`src/rtl/mcu_spi.sv`:
```
// SPI mode-0 slave that routes MCU frames to one of four byte targets.
// Frame layout: target-ID byte, then payload bytes strobed to that target; replies shift back on MISO.
module mcu_spi (
  input  logic       clk,
  input  logic       reset,
  input  logic       spi_io_ss,
  input  logic       spi_io_clk,
  input  logic       spi_io_din,
  output logic       spi_io_dout,
  output logic       mcu_sys_strobe,
  output logic       mcu_hid_strobe,
  output logic       mcu_osd_strobe,
  output logic       mcu_sdc_strobe,
  output logic       mcu_start,
  output logic [7:0] mcu_dout,
  input  logic [7:0] mcu_sys_din,
  input  logic [7:0] mcu_hid_din,
  input  logic [7:0] mcu_osd_din,
  input  logic [7:0] mcu_sdc_din
);

  typedef enum logic [1:0] {S_IDLE, S_TARGET, S_FIRST, S_DATA} state_t;

  logic [1:0] r_ss_s, r_sck_s, r_din_s;
  logic       r_sck_d;

  always_ff @(posedge clk) begin
    if (reset) begin
      r_ss_s  <= 2'b11;
      r_sck_s <= 2'b00;
      r_din_s <= 2'b00;
      r_sck_d <= 1'b0;
    end else begin
      r_ss_s  <= {r_ss_s[0], spi_io_ss};
      r_sck_s <= {r_sck_s[0], spi_io_clk};
      r_din_s <= {r_din_s[0], spi_io_din};
      r_sck_d <= r_sck_s[1];
    end
  end

  logic w_ss, w_din, w_rise, w_fall;
  assign w_ss   = r_ss_s[1];
  assign w_din  = r_din_s[1];
  assign w_rise = r_sck_s[1] & ~r_sck_d;
  assign w_fall = ~r_sck_s[1] & r_sck_d;

  logic [2:0] r_bitcnt;
  logic [6:0] r_rx;

  always_ff @(posedge clk) begin
    if (reset) begin
      r_bitcnt <= 3'd0;
      r_rx     <= 7'd0;
    end else begin
      if (w_ss)        r_bitcnt <= 3'd0;
      else if (w_rise) r_bitcnt <= r_bitcnt + 3'd1;
      if (w_rise)      r_rx <= {r_rx[5:0], w_din};
    end
  end

  // Not gated by ss: a byte finishing on the same cycle ss rises is still delivered.
  logic       w_byte_done;
  logic [7:0] w_byte;
  assign w_byte_done = w_rise && (r_bitcnt == 3'd7);
  assign w_byte      = {r_rx, w_din};

  // The synchronizer resets to ss=1, so ignore w_ss until real samples have flushed through;
  // only a genuine ss-high after reset re-arms framing.
  logic [1:0] r_warm;
  logic       r_armed;

  always_ff @(posedge clk) begin
    if (reset) begin
      r_warm  <= 2'b00;
      r_armed <= 1'b0;
    end else begin
      r_warm <= {r_warm[0], 1'b1};
      if (w_ss && r_warm[1]) r_armed <= 1'b1;
    end
  end

  state_t     r_state;
  logic [7:0] r_tid;
  logic [3:0] r_stb;
  logic       r_start;
  logic [7:0] r_dout;
  logic       w_tid_ok;
  logic [3:0] w_sel;

  assign w_tid_ok = (r_tid[7:2] == 6'd0);
  assign w_sel    = 4'b0001 << r_tid[1:0];

  always_ff @(posedge clk) begin
    if (reset) begin
      r_state <= S_IDLE;
      r_tid   <= 8'd0;
      r_stb   <= 4'd0;
      r_start <= 1'b0;
      r_dout  <= 8'd0;
    end else begin
      r_stb <= 4'd0;
      if (w_byte_done && r_state != S_IDLE) begin
        case (r_state)
          S_TARGET: begin
            r_tid   <= w_byte;
            r_state <= S_FIRST;
          end
          S_FIRST, S_DATA: begin
            if (w_tid_ok) begin
              r_stb   <= w_sel;
              r_dout  <= w_byte;
              r_start <= (r_state == S_FIRST);
            end
            r_state <= S_DATA;
          end
          default: r_state <= S_IDLE;
        endcase
      end else if (w_ss) begin
        r_state <= S_IDLE;
      end else if (r_state == S_IDLE && r_armed) begin
        r_state <= S_TARGET;
      end
    end
  end

  assign mcu_sys_strobe = r_stb[0];
  assign mcu_hid_strobe = r_stb[1];
  assign mcu_osd_strobe = r_stb[2];
  assign mcu_sdc_strobe = r_stb[3];
  assign mcu_start      = r_start;
  assign mcu_dout       = r_dout;

  logic [7:0] w_reply;
  always_comb begin
    w_reply = 8'd0;
    case (r_tid[1:0])
      2'd0: w_reply = mcu_sys_din;
      2'd1: w_reply = mcu_hid_din;
      2'd2: w_reply = mcu_osd_din;
      2'd3: w_reply = mcu_sdc_din;
      default: w_reply = 8'd0;
    endcase
  end

  logic       r_ld;
  logic [7:0] r_tx;

  // The trailing fall after bit 0 (counter back at 0) is skipped so the freshly
  // loaded bit 7 survives until the first rise of the next byte.
  always_ff @(posedge clk) begin
    if (reset) begin
      r_ld <= 1'b0;
      r_tx <= 8'd0;
    end else begin
      r_ld <= |r_stb;
      if (w_ss)                          r_tx <= 8'd0;
      else if (r_ld)                     r_tx <= w_reply;
      else if (w_fall && r_bitcnt != 0)  r_tx <= {r_tx[6:0], 1'b0};
    end
  end

  assign spi_io_dout = r_tx[7] & ~w_ss;

endmodule

```
`config.mk`:
```
export PLATFORM = sky130hd
export DESIGN_NAME = mcu_spi
export DESIGN_NICKNAME = d
export VERILOG_FILES = /design/src/rtl/mcu_spi.sv
export SDC_FILE = /design/constraint.sdc
export NUM_CORES = 1
export LEC_CHECK = 0
export ABC_AREA = 1
export BUFFER_PORTS_ARGS = -buffer_cell sky130_fd_sc_hd__buf_2
export CAP_MARGIN = 20
export CORE_MARGIN = 2
export CORE_UTILIZATION = 48
export DETAILED_ROUTE_END_ITERATION = 12
export PLACE_DENSITY_LB_ADDON = 0.05
export SLEW_MARGIN = 15
export SYNTH_ARGS = -nofsm -noshare
export SYNTH_HDL_FRONTEND = slang
export SYNTH_SLANG_ARGS = --single-unit
```
`constraint.sdc`:
```
create_clock -name clk -period 1.45 [get_ports clk]
set_input_delay 0.145 -clock clk [delete_from_list [all_inputs] [get_ports clk]]
set_output_delay 0.145 -clock clk [all_outputs]
set_load 0.02 [all_outputs]
```
==> results.tsv, run 1 <==
metric	value	unit
crit end category	flop	
PnR Total Power	2.429	mW
PwrDens	878.6	nW/µm²
PnR worst setup slack	0.07285	ns
max-slew violations	0	
Crit Path Class	flop to flop	
placed inst area	2640	µm²
startpoint types	flop	
Starting DRT DRC Count	49	
FF-to-FF setup slack	0.07	ns
Post-synth ARST share	0	%
Post-Synthesis Cells	309	
drt pass-1 iters	4	
post-route insts no fill	419	
main flop type after synthesis	dfxtp_1	
Root Driver	clkbuf_8	
share of cells above drive strength 1	25.21	%
pre-CTS setup slack	0.005815	ns
all-layer global routing usage	19.53	%
fmax	726.1	MHz
Worst-Margin Slew	0.2546	ns
setup bufs post-CTS	0	
num rows	25	
clock power share	34.2	%
number of synthesized register bits	52	
PortBufs	50	
Bufs on Longest Clock Path	2	
multi-input logic area	1097	µm²
status	complete, no violations	
Detail Route Antenna Nets	0	
RSZ-0062 raised after global routing	true	
max_slew headroom	82.99	%
peak supply drop	609.4	µV
dpl cells	410	
CP delay by family, top	simple AND/OR/NAND/NOR gates	
Ant. Diodes	0	
CTS tree	yes	
Die ar.	5416	µm²
Mapped Nets	349	
worst path buffer plus inverter count	1	
die width	73.60	µm
Worst path slowest cell	dfxtp_1	
Critical Path RT	1.69	ns
total of max-cap violations	0	
DRC viols	0	
starting density of the core	49.55	%
setup_tns	0	ns
Clock Skews	0.009500	ns
pin count of the biggest net entering global routing	28	
Worst-Skew Late Latency	0.30	ns
CTS Buf Count	5	
number of clock sinks	52	
Via density	4.986	
Worst Hold Class	primary input to flop	
routed via count	2089	
Reg area	1042	µm²
area grow syn2layout	18.94	%
initial antenna violation count	0	
clk slew on worst S/H paths	0.10	ns
Die H	73.60	µm
num ports	51	
Sw Ratio	23.43	%
fillers	451	
H-tree depth	2	
synthesized cell area	2325	µm²
HPWL Detailed	3.589	mm
vias in the first global route	1861	
Tmin final	1.377	ns
cells along the critical path	ha_1 -> ha_2 -> buf_4 -> nand3_4 -> nor2_4 -> nor2_1 -> nor2_1	
hold slack	0.01712	ns
nets	404	
LEAKAGE	1.210	nW
EDFF count, synth	0	
sequential share of the synthesized area	44.78	%
crit path max fanout	5	
Final Cell Area	2765	µm²
hold-fix buffer count after cts	0	
GRT overflow	0	
CP peak stage delay	0.35	ns
Core Util, Final	58.93	%
count of different cell masters after synthesis	27	
Internal Pwr Total	1.860	mW
WL per Instance	11.54	µm
Sw Pwr	0.5693	mW
Syn Area/Cell	7.523	µm²
detailed-route wire length	4.834	mm
WP data arrival	1.61	ns
Final Hold Violating Endpoints	0	
core outline area	4692	µm²
Finish-stage setup viols	0	
Seq pwr share	60.4	%
placer congestion estimate	0.7860	
first-pass GRT wire length	8.259	mm
Final Cycle Share	94.98	%
Most Frequent Cell on Critical Path	nor2_1	
Comb power frac	5.4	%
Syn. warnings	0	
-- cell usage in the layout (no fill, tap or decap), types with 2 or more instances in the layout --
master	synthesis	routed
inv_1	34	34
nand3b_1	5	5
nor2_2	3	3
o21ai_1	0	3
o21bai_1	8	8
dfxtp_1	52	51
nand2_2	2	2
or2_2	2	2
ha_1	3	2
clkinv_1	3	2
buf_4	2	8
nor2_4	0	2
nand2_1	36	36
buf_2	5	50
nand3_1	34	33
a21oi_1	24	24
inv_2	3	2
a21oi_2	5	5
o21ai_0	24	21
nor2_1	53	52
nor2_8	2	2
clkbuf_8	0	5
-- power groups by stage --
stage / Sequential (mW) / Clock (mW) / Combinational, mW
final: 1.47 / 0.830 / 0.132
after global routing: 1.47 / 0.905 / 0.155
after CTS: 1.47 / 0.863 / 0.133
after detailed placement: 1.50 / 0 / 0.132
after global placement: 1.50 / 0 / 0.131
after floorplan: 1.50 / 0 / 0.0682
-- layer usage --
layer | GRT usage [%] | share of wire, %
met1 | 27.04 | 48
met2 | 30.75 | 49
met3 | 3.978 | 2.1
met4 | 5.657 | 1.5
met5 | 0 | 0
-- synth_stat cells, drive strengths merged, types with 3 or more instances --
library cell  number  area share, %
inv               37            6.0
o21ai             24            5.2
o21bai             8            2.6
clkinv             3           0.48
buf                9            2.4
nand3             35            8.1
ha                 3            1.6
nand3b             6            2.1
nor2              58             11
dfxtp             52             45
a21oi             29            7.1
nand2             38            6.4
-- area by class of cell --
class	count	share of cell area [%]
inverter	40	5.656
clock inverter	3	0.8145
clock buffer	5	2.489
multi-input combinational	207	39.68
sequential	52	37.69
tap	54	2.443
timing repair buffer	58	11.22
-- what timing repair did --
| item | in CTS | in global routing |
|---|---|---|
| endpoints found under the setup margin | 9 | 23 |
| gates cloned | 0 | 1 |
| pin swaps | 0 | 2 |
| gates resized for setup | 1 | 9 |
-- flip-flops by register name (all words and copies together), names as in the netlist, 2 cells and up --
register and cells:
mcu_dout 8, r_tid 8, r_tx 8, r_rx 7, r_stb 4, r_bitcnt 3
r_din_s 2, r_sck_s 2, r_ss_s 2, r_state 2, r_warm 2
-- path summary, 6_finish.rpt --
check	startpoint	endpoint	cells past startpoint
worst max-delay path	r_bitcnt[1]	mcu_dout[2]	7
worst min-delay path	spi_io_ss	r_ss_s[0]	2
worst max register to register	r_bitcnt[1]	mcu_dout[2]	7
worst min register to register	r_warm[0]	r_warm[1]	2
-- cells by family after synthesis --
kind of cell | count (synthesis) | synth area share [%]
AOI/OAI and AO/OA | 62 | 15.12
adders and majority gates | 3 | 1.615
buffers and inverters | 51 | 9.149
DFF | 52 | 44.78
and+or+nand+nor | 141 | 29.33
Note: power is estimated with default switching activity, not from simulation.
==> run 2: changes to the inputs <==
Settings changed: REMOVE_ABC_BUFFERS set to 1.
==> run 2 against run 1 <==
- fmax increased by 0.22%
- first-iteration DRC count grew 130%
- clock power grew 4.0%
- die area unchanged
- register-to-register slack about the same
- critical path type unchanged
==> results.tsv, run 2 (synthesized netlist as in run 1, its figures left out) <==
metric	value	unit
PnR Total Power	2.468	mW
Ant. Diodes	0	
number of clock sinks	52	
dpl cells	411	
CP peak stage delay	0.34	ns
peak supply drop	692.2	µV
cells along the critical path	ha_2 -> ha_4 -> buf_6 -> nand3_4 -> nor2_8 -> nand2_4 -> nor2_1	
status	complete, no violations	
GRT overflow	0	
RSZ-0062 raised after global routing	true	
pin count of the biggest net entering global routing	24	
Worst-Margin Slew	0.6764	ns
Crit Path Class	flop to flop	
max-slew violations	0	
LEAKAGE	1.217	nW
CTS Buf Count	5	
WP data arrival	1.62	ns
Root Driver	clkbuf_8	
startpoint types	flop	
most frequent cells in the layout	nor2_1, buf_2, dfxtp_1	
total of max-cap violations	0	
WHS Path Cells	2	
Final Cell Area	2820	µm²
most common cell after layout, fill and taps aside	nor2_1	
setup bufs post-CTS	0	
routed via count	2143	
vias in the first global route	1908	
Final Hold Violating Endpoints	0	
Via density	5.090	
placed inst area	2648	µm²
crit path max fanout	5	
clk slew on worst S/H paths	0.09	ns
CTS tree	yes	
Worst path slowest cell	dfxtp_2	
hold-fix buffer count after cts	0	
HPWL Detailed	3.668	mm
all-layer global routing usage	19.85	%
fillers	453	
Worst Hold Class	primary input to flop	
multi-input logic area	1130	µm²
WL per Instance	12.51	µm
Detail Route Antenna Nets	0	
Bufs on Longest Clock Path	2	
post-route insts no fill	421	
num ports	51	
Die H	73.60	µm
Worst-Skew Late Latency	0.31	ns
PortBufs	50	
Finish-stage setup viols	0	
Reg area	1045	µm²
hold slack	0.01047	ns
Starting DRT DRC Count	114	
setup_tns	0	ns
worst r2r path cells	7	
share of cells above drive strength 1	26.70	%
die width	73.60	µm
PwrDens	875.2	nW/µm²
starting density of the core	49.55	%
area grow syn2layout	21.31	%
initial antenna violation count	0	
DRC viols	0	
fmax	727.7	MHz
num rows	25	
nets	406	
Critical Path RT	1.69	ns
placer congestion estimate	0.7524	
core outline area	4692	µm²
Clock Skews	0.009805	ns
Final Cycle Share	94.77	%
Die ar.	5416	µm²
Tmin final	1.374	ns
H-tree depth	2	
detailed-route wire length	5.267	mm
drt pass-1 iters	4	
first-pass GRT wire length	8.376	mm
crit end category	flop	
max_slew headroom	54.74	%
[run 2: metal layers]
metal,routed length (µm),GRT usage (%)
met3,255,4.390
met2,2277,32.04
met1,2688,26.19
met4,46,6.667
met5,0,0
[run 2: through the flow]
stage                     util (%)  worst slack [ns]
after detailed placement     56.43          0.008707
after global routing         60.11         -0.001778
final                        60.11           0.07582
after floorplan                  -           0.04414
after global placement       56.43           0.05088
after CTS                    58.53           0.05212
[run 2: where the power goes]
group          internal, mW  total [mW]  switching (mW)  leakage (nW)
clock network         0.389       0.863           0.474        0.0445
registers              1.45        1.47          0.0175         0.423
logic                0.0643       0.137          0.0727         0.749
[run 2: final cells by class]
type / instances / area share [%]
multi-input cells: 208 / 40.06
flip-flops and latches: 52 / 37.05
repair buffers: 59 / 11.40
inverters: 40 / 5.768
clock buffers: 7 / 3.061
well taps: 54 / 2.396
clock inverters: 1 / 0.2662
[run 2: repair_timing]
action / in CTS / in global routing
setup endpoints to repair: 3 / 18
pin swaps: 0 / 2
gates cloned: 0 / 2
resized for setup: 1 / 18
endpoints found under the hold margin: 0 / 0
[run 2: critical path: cells and delay by family, from the launching register on]
kind                       cells  cell delay (ns)
buffers and inverters          1             0.12
adders and majority gates      2             0.32
DFF                            1             0.34
and+or+nand+nor                4             0.53
[run 2: worst paths after layout]
kind | from | end | slack [ns]
worst max-delay path | r_bitcnt[0] | r_stb[1] | 0.08
worst min-delay path | spi_io_ss | r_ss_s[0] | 0.01
worst max register to register | r_bitcnt[0] | r_stb[1] | 0.08
worst min register to register | r_din_s[0] | r_din_s[1] | 0.41
